===== config.mk =====
export PLATFORM = sky130hd
export DESIGN_NAME = fft_butterfly_r2
export DESIGN_NICKNAME = d
export VERILOG_FILES = /design/src/rtl/fft_butterfly_r2.sv
export SDC_FILE = /design/constraint.sdc
export NUM_CORES = 2
export LEC_CHECK = 0
export BUFFER_PORTS_ARGS = -buffer_cell sky130_fd_sc_hd__buf_4
export CAP_MARGIN = 20
export CORE_AREA = 2 2 328 411
export DETAILED_ROUTE_END_ITERATION = 10
export DIE_AREA = 0 0 330 413
export GPL_ROUTABILITY_DRIVEN = 0
export SLEW_MARGIN = 5
export SYNTH_ARGS = -nofsm -noshare
export SYNTH_HDL_FRONTEND = slang
export SYNTH_SLANG_ARGS = --single-unit
export TNS_END_PERCENT = 100

===== constraint.sdc =====
create_clock -name clk -period 8.72 [get_ports clk]
set_input_delay 0.436 -clock clk [delete_from_list [all_inputs] [get_ports clk]]
set_output_delay 0.436 -clock clk [all_outputs]
set_load 0.05 [all_outputs]

===== src/rtl/fft_butterfly_r2.sv =====
// Radix-2 DIT butterfly: Y0 = A + B*W, Y1 = A - B*W.
// Pipeline: input capture, twiddle multiply, add/sub, then scale/saturate,
// so a result emerges three en-high edges after its operands were sampled.
module fft_butterfly_r2 #(
    parameter int DATA_W   = 16,
    parameter int TW_W     = 16,
    parameter int SCALE_EN = 1
) (
    input  logic              clk,
    input  logic              rst_n,
    input  logic              en,
    input  logic              valid_in,
    input  logic [DATA_W-1:0] a_i,
    input  logic [DATA_W-1:0] a_q,
    input  logic [DATA_W-1:0] b_i,
    input  logic [DATA_W-1:0] b_q,
    input  logic [TW_W-1:0]   w_i,
    input  logic [TW_W-1:0]   w_q,
    input  logic              tw_bypass,
    input  logic              inverse,
    input  logic              scale,
    input  logic              ovf_clr,
    output logic [DATA_W-1:0] y0_i,
    output logic [DATA_W-1:0] y0_q,
    output logic [DATA_W-1:0] y1_i,
    output logic [DATA_W-1:0] y1_q,
    output logic              valid_out,
    output logic              ovf
);

    // Full product width, product-sum width, internal datapath width.
    localparam int PW = DATA_W + TW_W;
    localparam int SW = PW + 1;
    localparam int XW = DATA_W + 2;

    localparam logic signed [TW_W-1:0] W_MAX = {1'b0, {(TW_W-1){1'b1}}};
    localparam logic signed [TW_W-1:0] W_MIN = {1'b1, {(TW_W-1){1'b0}}};
    localparam logic signed [SW-1:0]   RND   = SW'(1) << (TW_W - 2);
    localparam logic signed [XW-1:0]   Y_MAX = {3'b000, {(DATA_W-1){1'b1}}};
    localparam logic signed [XW-1:0]   Y_MIN = ~Y_MAX;
    localparam logic                   SCALE_OK = (SCALE_EN != 0);

    // Round half-up divide by two.
    function automatic logic signed [XW-1:0] halve(input logic signed [XW-1:0] x);
        logic signed [XW-1:0] t;
        t = x + XW'(1);
        return t >>> 1;
    endfunction

    function automatic logic out_of_range(input logic signed [XW-1:0] x);
        return (x > Y_MAX) || (x < Y_MIN);
    endfunction

    function automatic logic [DATA_W-1:0] clamp(input logic signed [XW-1:0] x);
        logic [DATA_W-1:0] r;
        if (x > Y_MAX)
            r = Y_MAX[DATA_W-1:0];
        else if (x < Y_MIN)
            r = Y_MIN[DATA_W-1:0];
        else
            r = x[DATA_W-1:0];
        return r;
    endfunction

    // ---------------- stage 0: input capture ----------------
    logic                     in_v;
    logic signed [DATA_W-1:0] in_a_i, in_a_q, in_b_i, in_b_q;
    logic signed [TW_W-1:0]   in_w_i, in_w_q;
    logic                     in_byp, in_inv, in_scl;

    // Capture operands together with their mode bits.
    always_ff @(posedge clk or negedge rst_n) begin
        if (!rst_n) begin
            in_v   <= 1'b0;
            in_a_i <= '0;
            in_a_q <= '0;
            in_b_i <= '0;
            in_b_q <= '0;
            in_w_i <= '0;
            in_w_q <= '0;
            in_byp <= 1'b0;
            in_inv <= 1'b0;
            in_scl <= 1'b0;
        end else if (en) begin
            in_v   <= valid_in;
            in_a_i <= a_i;
            in_a_q <= a_q;
            in_b_i <= b_i;
            in_b_q <= b_q;
            in_w_i <= w_i;
            in_w_q <= w_q;
            in_byp <= tw_bypass;
            in_inv <= inverse;
            in_scl <= scale;
        end
    end

    // ---------------- stage 1: P = B * W' ----------------
    logic signed [TW_W-1:0] w_q_eff;
    logic signed [PW-1:0]   prod_ii, prod_qq, prod_iq, prod_qi;
    logic signed [SW-1:0]   p_i_rnd, p_q_rnd;
    logic signed [XW-1:0]   p_i_next, p_q_next;
    logic                   unused_bits;

    // Conjugate (with saturated negation), multiply, round and rescale.
    always_comb begin
        w_q_eff = in_w_q;
        if (in_inv)
            w_q_eff = (in_w_q == W_MIN) ? W_MAX : -in_w_q;
        prod_ii = PW'(in_b_i) * PW'(in_w_i);
        prod_qq = PW'(in_b_q) * PW'(w_q_eff);
        prod_iq = PW'(in_b_i) * PW'(w_q_eff);
        prod_qi = PW'(in_b_q) * PW'(in_w_i);
        p_i_rnd = SW'(prod_ii) - SW'(prod_qq) + RND;
        p_q_rnd = SW'(prod_iq) + SW'(prod_qi) + RND;
        // Slicing at TW_W-1 is the arithmetic shift; the top bits fit in XW.
        p_i_next = p_i_rnd[TW_W-1 +: XW];
        p_q_next = p_q_rnd[TW_W-1 +: XW];
        if (in_byp) begin
            p_i_next = XW'(in_b_i);
            p_q_next = XW'(in_b_q);
        end
    end

    assign unused_bits = ^{p_i_rnd[TW_W-2:0], p_q_rnd[TW_W-2:0]};

    logic                     s1_v, s1_scl;
    logic signed [DATA_W-1:0] s1_a_i, s1_a_q;
    logic signed [XW-1:0]     s1_p_i, s1_p_q;

    // Register the twiddled product alongside A.
    always_ff @(posedge clk or negedge rst_n) begin
        if (!rst_n) begin
            s1_v   <= 1'b0;
            s1_scl <= 1'b0;
            s1_a_i <= '0;
            s1_a_q <= '0;
            s1_p_i <= '0;
            s1_p_q <= '0;
        end else if (en) begin
            s1_v   <= in_v;
            s1_scl <= in_scl;
            s1_a_i <= in_a_i;
            s1_a_q <= in_a_q;
            s1_p_i <= p_i_next;
            s1_p_q <= p_q_next;
        end
    end

    // ---------------- stage 2: add / subtract ----------------
    logic                 s2_v, s2_scl;
    logic signed [XW-1:0] s2_s0_i, s2_s0_q, s2_s1_i, s2_s1_q;

    // Butterfly sums; XW bits cannot overflow for any operand values.
    always_ff @(posedge clk or negedge rst_n) begin
        if (!rst_n) begin
            s2_v    <= 1'b0;
            s2_scl  <= 1'b0;
            s2_s0_i <= '0;
            s2_s0_q <= '0;
            s2_s1_i <= '0;
            s2_s1_q <= '0;
        end else if (en) begin
            s2_v    <= s1_v;
            s2_scl  <= s1_scl;
            s2_s0_i <= XW'(s1_a_i) + s1_p_i;
            s2_s0_q <= XW'(s1_a_q) + s1_p_q;
            s2_s1_i <= XW'(s1_a_i) - s1_p_i;
            s2_s1_q <= XW'(s1_a_q) - s1_p_q;
        end
    end

    // ---------------- stage 3: scale and saturate ----------------
    logic                 do_scale;
    logic signed [XW-1:0] r0_i, r0_q, r1_i, r1_q;
    logic                 any_sat, sat_set;

    // Optional divide-by-two, then range check of all four results.
    always_comb begin
        do_scale = SCALE_OK && s2_scl;
        r0_i = do_scale ? halve(s2_s0_i) : s2_s0_i;
        r0_q = do_scale ? halve(s2_s0_q) : s2_s0_q;
        r1_i = do_scale ? halve(s2_s1_i) : s2_s1_i;
        r1_q = do_scale ? halve(s2_s1_q) : s2_s1_q;
        any_sat = out_of_range(r0_i) || out_of_range(r0_q) ||
                  out_of_range(r1_i) || out_of_range(r1_q);
        sat_set = en && s2_v && any_sat;
    end

    // Output register: clamped results and their valid flag.
    always_ff @(posedge clk or negedge rst_n) begin
        if (!rst_n) begin
            y0_i      <= '0;
            y0_q      <= '0;
            y1_i      <= '0;
            y1_q      <= '0;
            valid_out <= 1'b0;
        end else if (en) begin
            y0_i      <= clamp(r0_i);
            y0_q      <= clamp(r0_q);
            y1_i      <= clamp(r1_i);
            y1_q      <= clamp(r1_q);
            valid_out <= s2_v;
        end
    end

    // Sticky overflow: a new saturation beats a simultaneous clear; clear ignores en.
    always_ff @(posedge clk or negedge rst_n) begin
        if (!rst_n)
            ovf <= 1'b0;
        else if (sat_set)
            ovf <= 1'b1;
        else if (ovf_clr)
            ovf <= 1'b0;
    end

endmodule


Yosys cells after proc, flatten, opt, wreduce, memory -nomap -nowiden
Index checks and enable logic that the tools add are counted.

operators by class
  bitwise logic cells = 0
  shifts and indexed selects = 0
  reductions and logical operators = 10
  eq/ne operators = 1
  multiply operators = 4
  multiplexer cells = 18
  magnitude comparators = 8
  divide/modulo/power cells = 0
  $add $sub $neg = 13

operators with widths
  operator                                               count
  two-way mux 16 bit                                     10
  multiplier 16 x 16 -> 32 bit                           4
  two-way mux 18 bit                                     6
  adder 18 x 2 -> 18 bit (second input constant)         4
  > comparator 18 x 16 -> 1 bit (second input constant)  4
  < comparator 18 x 16 -> 1 bit (second input constant)  4
  adder 33 x 16 -> 33 bit (second input constant)        2
  adder 16 x 18 -> 18 bit                                2
  subtractor 16 x 18 -> 18 bit                           2
  adder 32 x 32 -> 33 bit                                1
  subtractor 32 x 32 -> 33 bit                           1
  == test 16 bit (second input constant)                 1
  negation 16 bit                                        1
  logical OR 1 bit                                       7
  logical AND 1 bit                                      2
  two-way mux 1 bit                                      2
  nonzero test 2 bit                                     1

storage, ports and cells
  word-level logic and storage cells = 82
  flip-flop bits (word level) = 310
  bits in latches = 0
  memories = 0
  output and inout port bits = 66
  RAM bits = 0
  input bits = 104
  memory bits (read-only) = 0

Logic depth before layout (Yosys ltp)
  depth after elaboration = 9
  gate-level depth with buffers = 37
  depth with buffers taken out = 36

Worst setup path before layout
No wires, ideal clock.

  path type = register to register
  start point = register in_w_q[0]
  end point = register s1_p_q[17]
  cell stages (with the launch flop) = 36
  setup slack = -425 ps
  data arrival time = 9,055 ps
  path buffers = 2
  required time = 8,630 ps
  clock period less this slack = 9,145 ps
  setup time = 90 ps
  cell sequence = dfrtp_1 -> inv_1 -> ha_1 -> or3b_2 -> or4_4 -> or3_1 -> clkbuf_1 -> nand2_1 -> clkbuf_1 -> nand2_1 -> fa_1 -> inv_1 -> fa_1 -> inv_1 -> fa_1 -> fa_1 -> inv_1 -> fa_1 -> inv_1 -> fa_1 -> inv_1 -> fa_1 -> inv_1 -> fa_1 -> inv_1 -> ha_1 -> nand3_1 -> nor2_1 -> o2111ai_1 -> o211ai_1 -> o21ai_1 -> o21a_1 -> o31ai_1 -> a21oi_1 -> or3_1 -> o2111ai_1

between the ends
  cells in the longest elaborated chain, start to end = 7
  elaborated cells between the ends (all ways) = 8
  classes of those cells = add/sub (3); mul (1); eq/ne (1); mux (3)

RTL lines
  element                                                   RTL line  RTL
  from (decl)                                               68        logic signed [TW_W-1:0] in_w_i, in_w_q;
  from (signal assigned)                                    91        in_w_q <= w_q;
  negation 16 bit / == test 16 bit (equally long branches)  109       w_q_eff = (in_w_q == W_MIN) ? W_MAX : -in_w_q;
  two-way mux 16 bit                                        109
  two-way mux 16 bit (*)                                    108       if (in_inv)
  multiplier 16 x 16 -> 32 bit (*)                          112       prod_iq = PW'(in_b_i) * PW'(w_q_eff);
  adder 32 x 32 -> 33 bit (*)                               115       p_q_rnd = SW'(prod_iq) + SW'(prod_qi) + RND;
  adder 33 x 16 -> 33 bit (*)                               115
  two-way mux 18 bit (*)                                    119       if (in_byp) begin
  to (signal assigned)                                      146       s1_p_q <= p_q_next;
  to (decl)                                                 129       logic signed [XW-1:0] s1_p_i, s1_p_q;

Every way passes the cells marked *; elsewhere a longest branch is shown, timed or not.
A chain may end at the register's enable or synchronous reset.

Worst setup path in the final report
  start point = register in_w_q[7]
  end point = register s1_p_q[11]

The elaborated chain is that of the path after synthesis.

==> results.sh <==
export IMPL_layout_drive_gt1_share_pct=14.5
export IMPL_clk_pin_slew_worst_paths_ns=0.08
export IMPL_initial_utilization_pct=42.6
export IMPL_crit_fanout=6
export IMPL_grt_usage_pct=24.7
export IMPL_drcViolationCount=44
export IMPL_path_class="reg -> reg"
export IMPL_cp_arrival_ns=9.45
export IMPL_met2_length_um=82400
export IMPL_multiInputGateArea_mm2=0.0433
export IMPL_area_growth_pct=13.6
export IMPL_cts_htree_levels=2
export IMPL_final_nets=7999
export IMPL_worstSetupStartpoint="in_w_q[7]$_DFFE_PN0P_"
export IMPL_synth_edff_count=0
export IMPL_critical_path_depth=31
export IMPL_crit_path_frequent_cell="fa_1"
export IMPL_timing_rr_start="in_w_q[7]$_DFFE_PN0P_"
export IMPL_crit_end="s1_p_q[11]$_DFFE_PN0P_"
export IMPL_totalWireLength_um=162000
export IMPL_grt_overflow_total=0
export IMPL_relSlewSlack_pct=32.4
export IMPL_hold_viol_final=0
export IMPL_boundaryPins=170
export IMPL_setup_viol=27
export IMPL_synth_fp_nets=7730
export IMPL_synth_area_mm2=0.0567
export IMPL_fillerInstances=12600
export IMPL_drt_iter0_markers=2670
export IMPL_rows=150
export IMPL_io_buffer_count=169
export IMPL_min_path_type="in -> reg"
export IMPL_drv_slew=0
export IMPL_die_width_um=330
export IMPL_die_h_um=413
export IMPL_reg2reg_setup_slack_ns=-0.27
export IMPL_cp_top_family="adder cells"
export IMPL_required_ns=9.18
export IMPL_postRouteAntennaNets=0
export IMPL_start_kind="flip-flop"
export IMPL_cts_root_buffer="clkbuf_16"
export IMPL_dr_pass1_iters=9
export IMPL_syn_inst=6077
export IMPL_fin_ws_ns=-0.269
export IMPL_max_freq_ghz=0.111
export IMPL_final_common_cell="inv_1"
export IMPL_endpoint_kind="flip-flop"
export IMPL_die_area_mm2=0.136
export IMPL_final_util_pct=48.4
export IMPL_synth_seq_cells=308
export IMPL_synth_cell_type_count=72
export IMPL_avgViaCountPerCell=5.13
export IMPL_critPathBufInv=7
export IMPL_clock_sinks=308
export IMPL_wl_per_cell_um=19.9
export IMPL_drv_cap=0
export IMPL_antenna_found_initial=1
export IMPL_grt_pass1_vias=45300
export IMPL_yosys_warnings=0
export IMPL_violations="DRC, setup timing"
export IMPL_layout_min_cycle_time_ns=8.99
export IMPL_tritoncts="yes"
export IMPL_worstSkewPairLatency_ns=0.61
export IMPL_postSynthAreaPerCell_um2=9.32
export IMPL_layout_area_seq_mm2=0.00772
export IMPL_via_count=41600
export IMPL_routed_top_layer="met5"
export IMPL_reg2reg_depth=31
export IMPL_period_share_pct=103
export IMPL_grt_first_pass_wirelength_um=257000
export IMPL_grt_start_max_net_pins=138
export IMPL_routedLengthMet1_um=61600
export IMPL_clock_path_buffers=3
export IMPL_final_cell_mix="inv_1 (1,406), fa_1 (1,156), nand2_1 (706)"
export IMPL_wl_met3_um=7710
export IMPL_async_flop_share_pct=100
export IMPL_clock_skew_ns=0.0277
export IMPL_slowest_stage="fa_1"
export IMPL_status="finished with violations"
export IMPL_cts_buffers=37
export IMPL_max_stage_delay_ns=0.56
export IMPL_dp_hpwl_um=131000
export IMPL_core_mm2=0.133
export IMPL_ys_flop_type="dfrtp_1"
export IMPL_worst_pin_slew_ns=1.01
export IMPL_yosysSeqAreaShare_pct=13.6
export IMPL_r2r_end="s1_p_q[11]$_DFFE_PN0P_"
export IMPL_grt_setup_unrepaired="true"
-- synth_stat cells, drive strengths merged (11+ instances only) --
library cell	number	share of area, %
a32o	12	0.21
nand4	26	0.29
xor2	40	0.62
nor3	35	0.35
o31ai	20	0.29
ha	372	8.2
o21bai	20	0.27
a31oi	25	0.28
buf	13	0.095
o211ai	17	0.23
o21a	11	0.15
nor2	203	1.3
xnor2	107	1.7
nand2	725	4.8
nand3	58	0.51
nand2b	52	0.58
and2	374	4.1
clkbuf	300	2.0
o211a	12	0.21
o21ai	107	0.95
inv	1422	9.4
nor2b	18	0.20
a21oi	308	2.7
fa	1177	42
dfrtp	308	14
or3	15	0.17
a21o	23	0.30
and3	18	0.20
mux2	151	3.0
-- final cells by class --
cell class                      instances  area share (%)
Multi-Input combinational cell       4035            67.2
Timing Repair Buffer                  542            7.20
Clock inverter                         18           0.270
Clock buffer                           49            1.62
Antenna cell                            1         0.00389
Sequential cell                       308            12.0
Inverter                             1422            8.30
Tap cell                             1748            3.40
-- metal layers --
layer | up-vias | GRT usage (%)
li1 | 18700 | -
met2 | 1173 | 44.0
met5 | - | 0
met1 | 21400 | 29.6
met3 | 298 | 2.44
met4 | 2 | 12.3
-- state kept, by name (all words and copies together) (netlist names), 17 cells and up --
name     cells
s2_s0_i     18
s2_s0_q     18
s2_s1_i     17
s1_p_q      18
s2_s1_q     17
s1_p_i      18
-- cells by family (layout without fill, tap and decap cells) --
group                    after synthesis  count (layout)  synth area share (%)
other                                  0               1                     0
buffers and inverters               1735            2031                  11.5
AND/OR/NAND/NOR                     1563            1564                  13.1
adder cells (fa/ha/maj)             1549            1549                  49.8
XOR/XNOR                             147             147                  2.27
AO/OA/AOI/OAI                        615             615                  6.54
flip-flops                           308             308                  13.6
multiplexers                         160             160                  3.17
-- per-stage QoR --
step	worst slack, ns	std cells	hold WS, ns	TNS, ns	instance area (um2)
2_1_floorplan	0.0119	6077	0.140	0	56800
3_5_place_dp	-0.646	8020	0.484	-12.44	61900
4_1_cts	-0.252	8108	0.0238	-3.23	63900
6_report	-0.269	8123	0.0555	-3.55	64400
3_3_place_gp	-0.594	8019	0.478	-9.62	61900
5_1_grt	-0.552	8122	0.0363	-11.91	64400
-- worst min-delay path by stage --
| stage | start | slack, ns | cells past startpoint | endpoint |
|---|---|---|---|---|
| after detailed placement | ovf$_DFFE_PN0P_ | 0.48 | 1 | ovf$_DFFE_PN0P_ |
| after floorplan | rst_n | 0.14 | 0 | do_scale$_DFFE_PN0P_ |
| after global routing | b_i[14] | 0.04 | 2 | in_b_i[14]$_DFFE_PN0P_ |
| after CTS | b_i[14] | 0.02 | 2 | in_b_i[14]$_DFFE_PN0P_ |
| after global placement | ovf$_DFFE_PN0P_ | 0.48 | 1 | ovf$_DFFE_PN0P_ |
| final | b_i[14] | 0.06 | 2 | in_b_i[14]$_DFFE_PN0P_ |
-- what timing repair did --
item	in CTS	in global routing
gates resized for setup	116	85
endpoints found under the hold margin	99	0
setup buffers	20	17
cloned	3	0
hold buffers	1	0
setup endpoints to repair	35	33
pin swaps	58	56
Power is not shown: default switching activity piles up to over one toggle a cycle in this logic, so the estimate is an artifact.
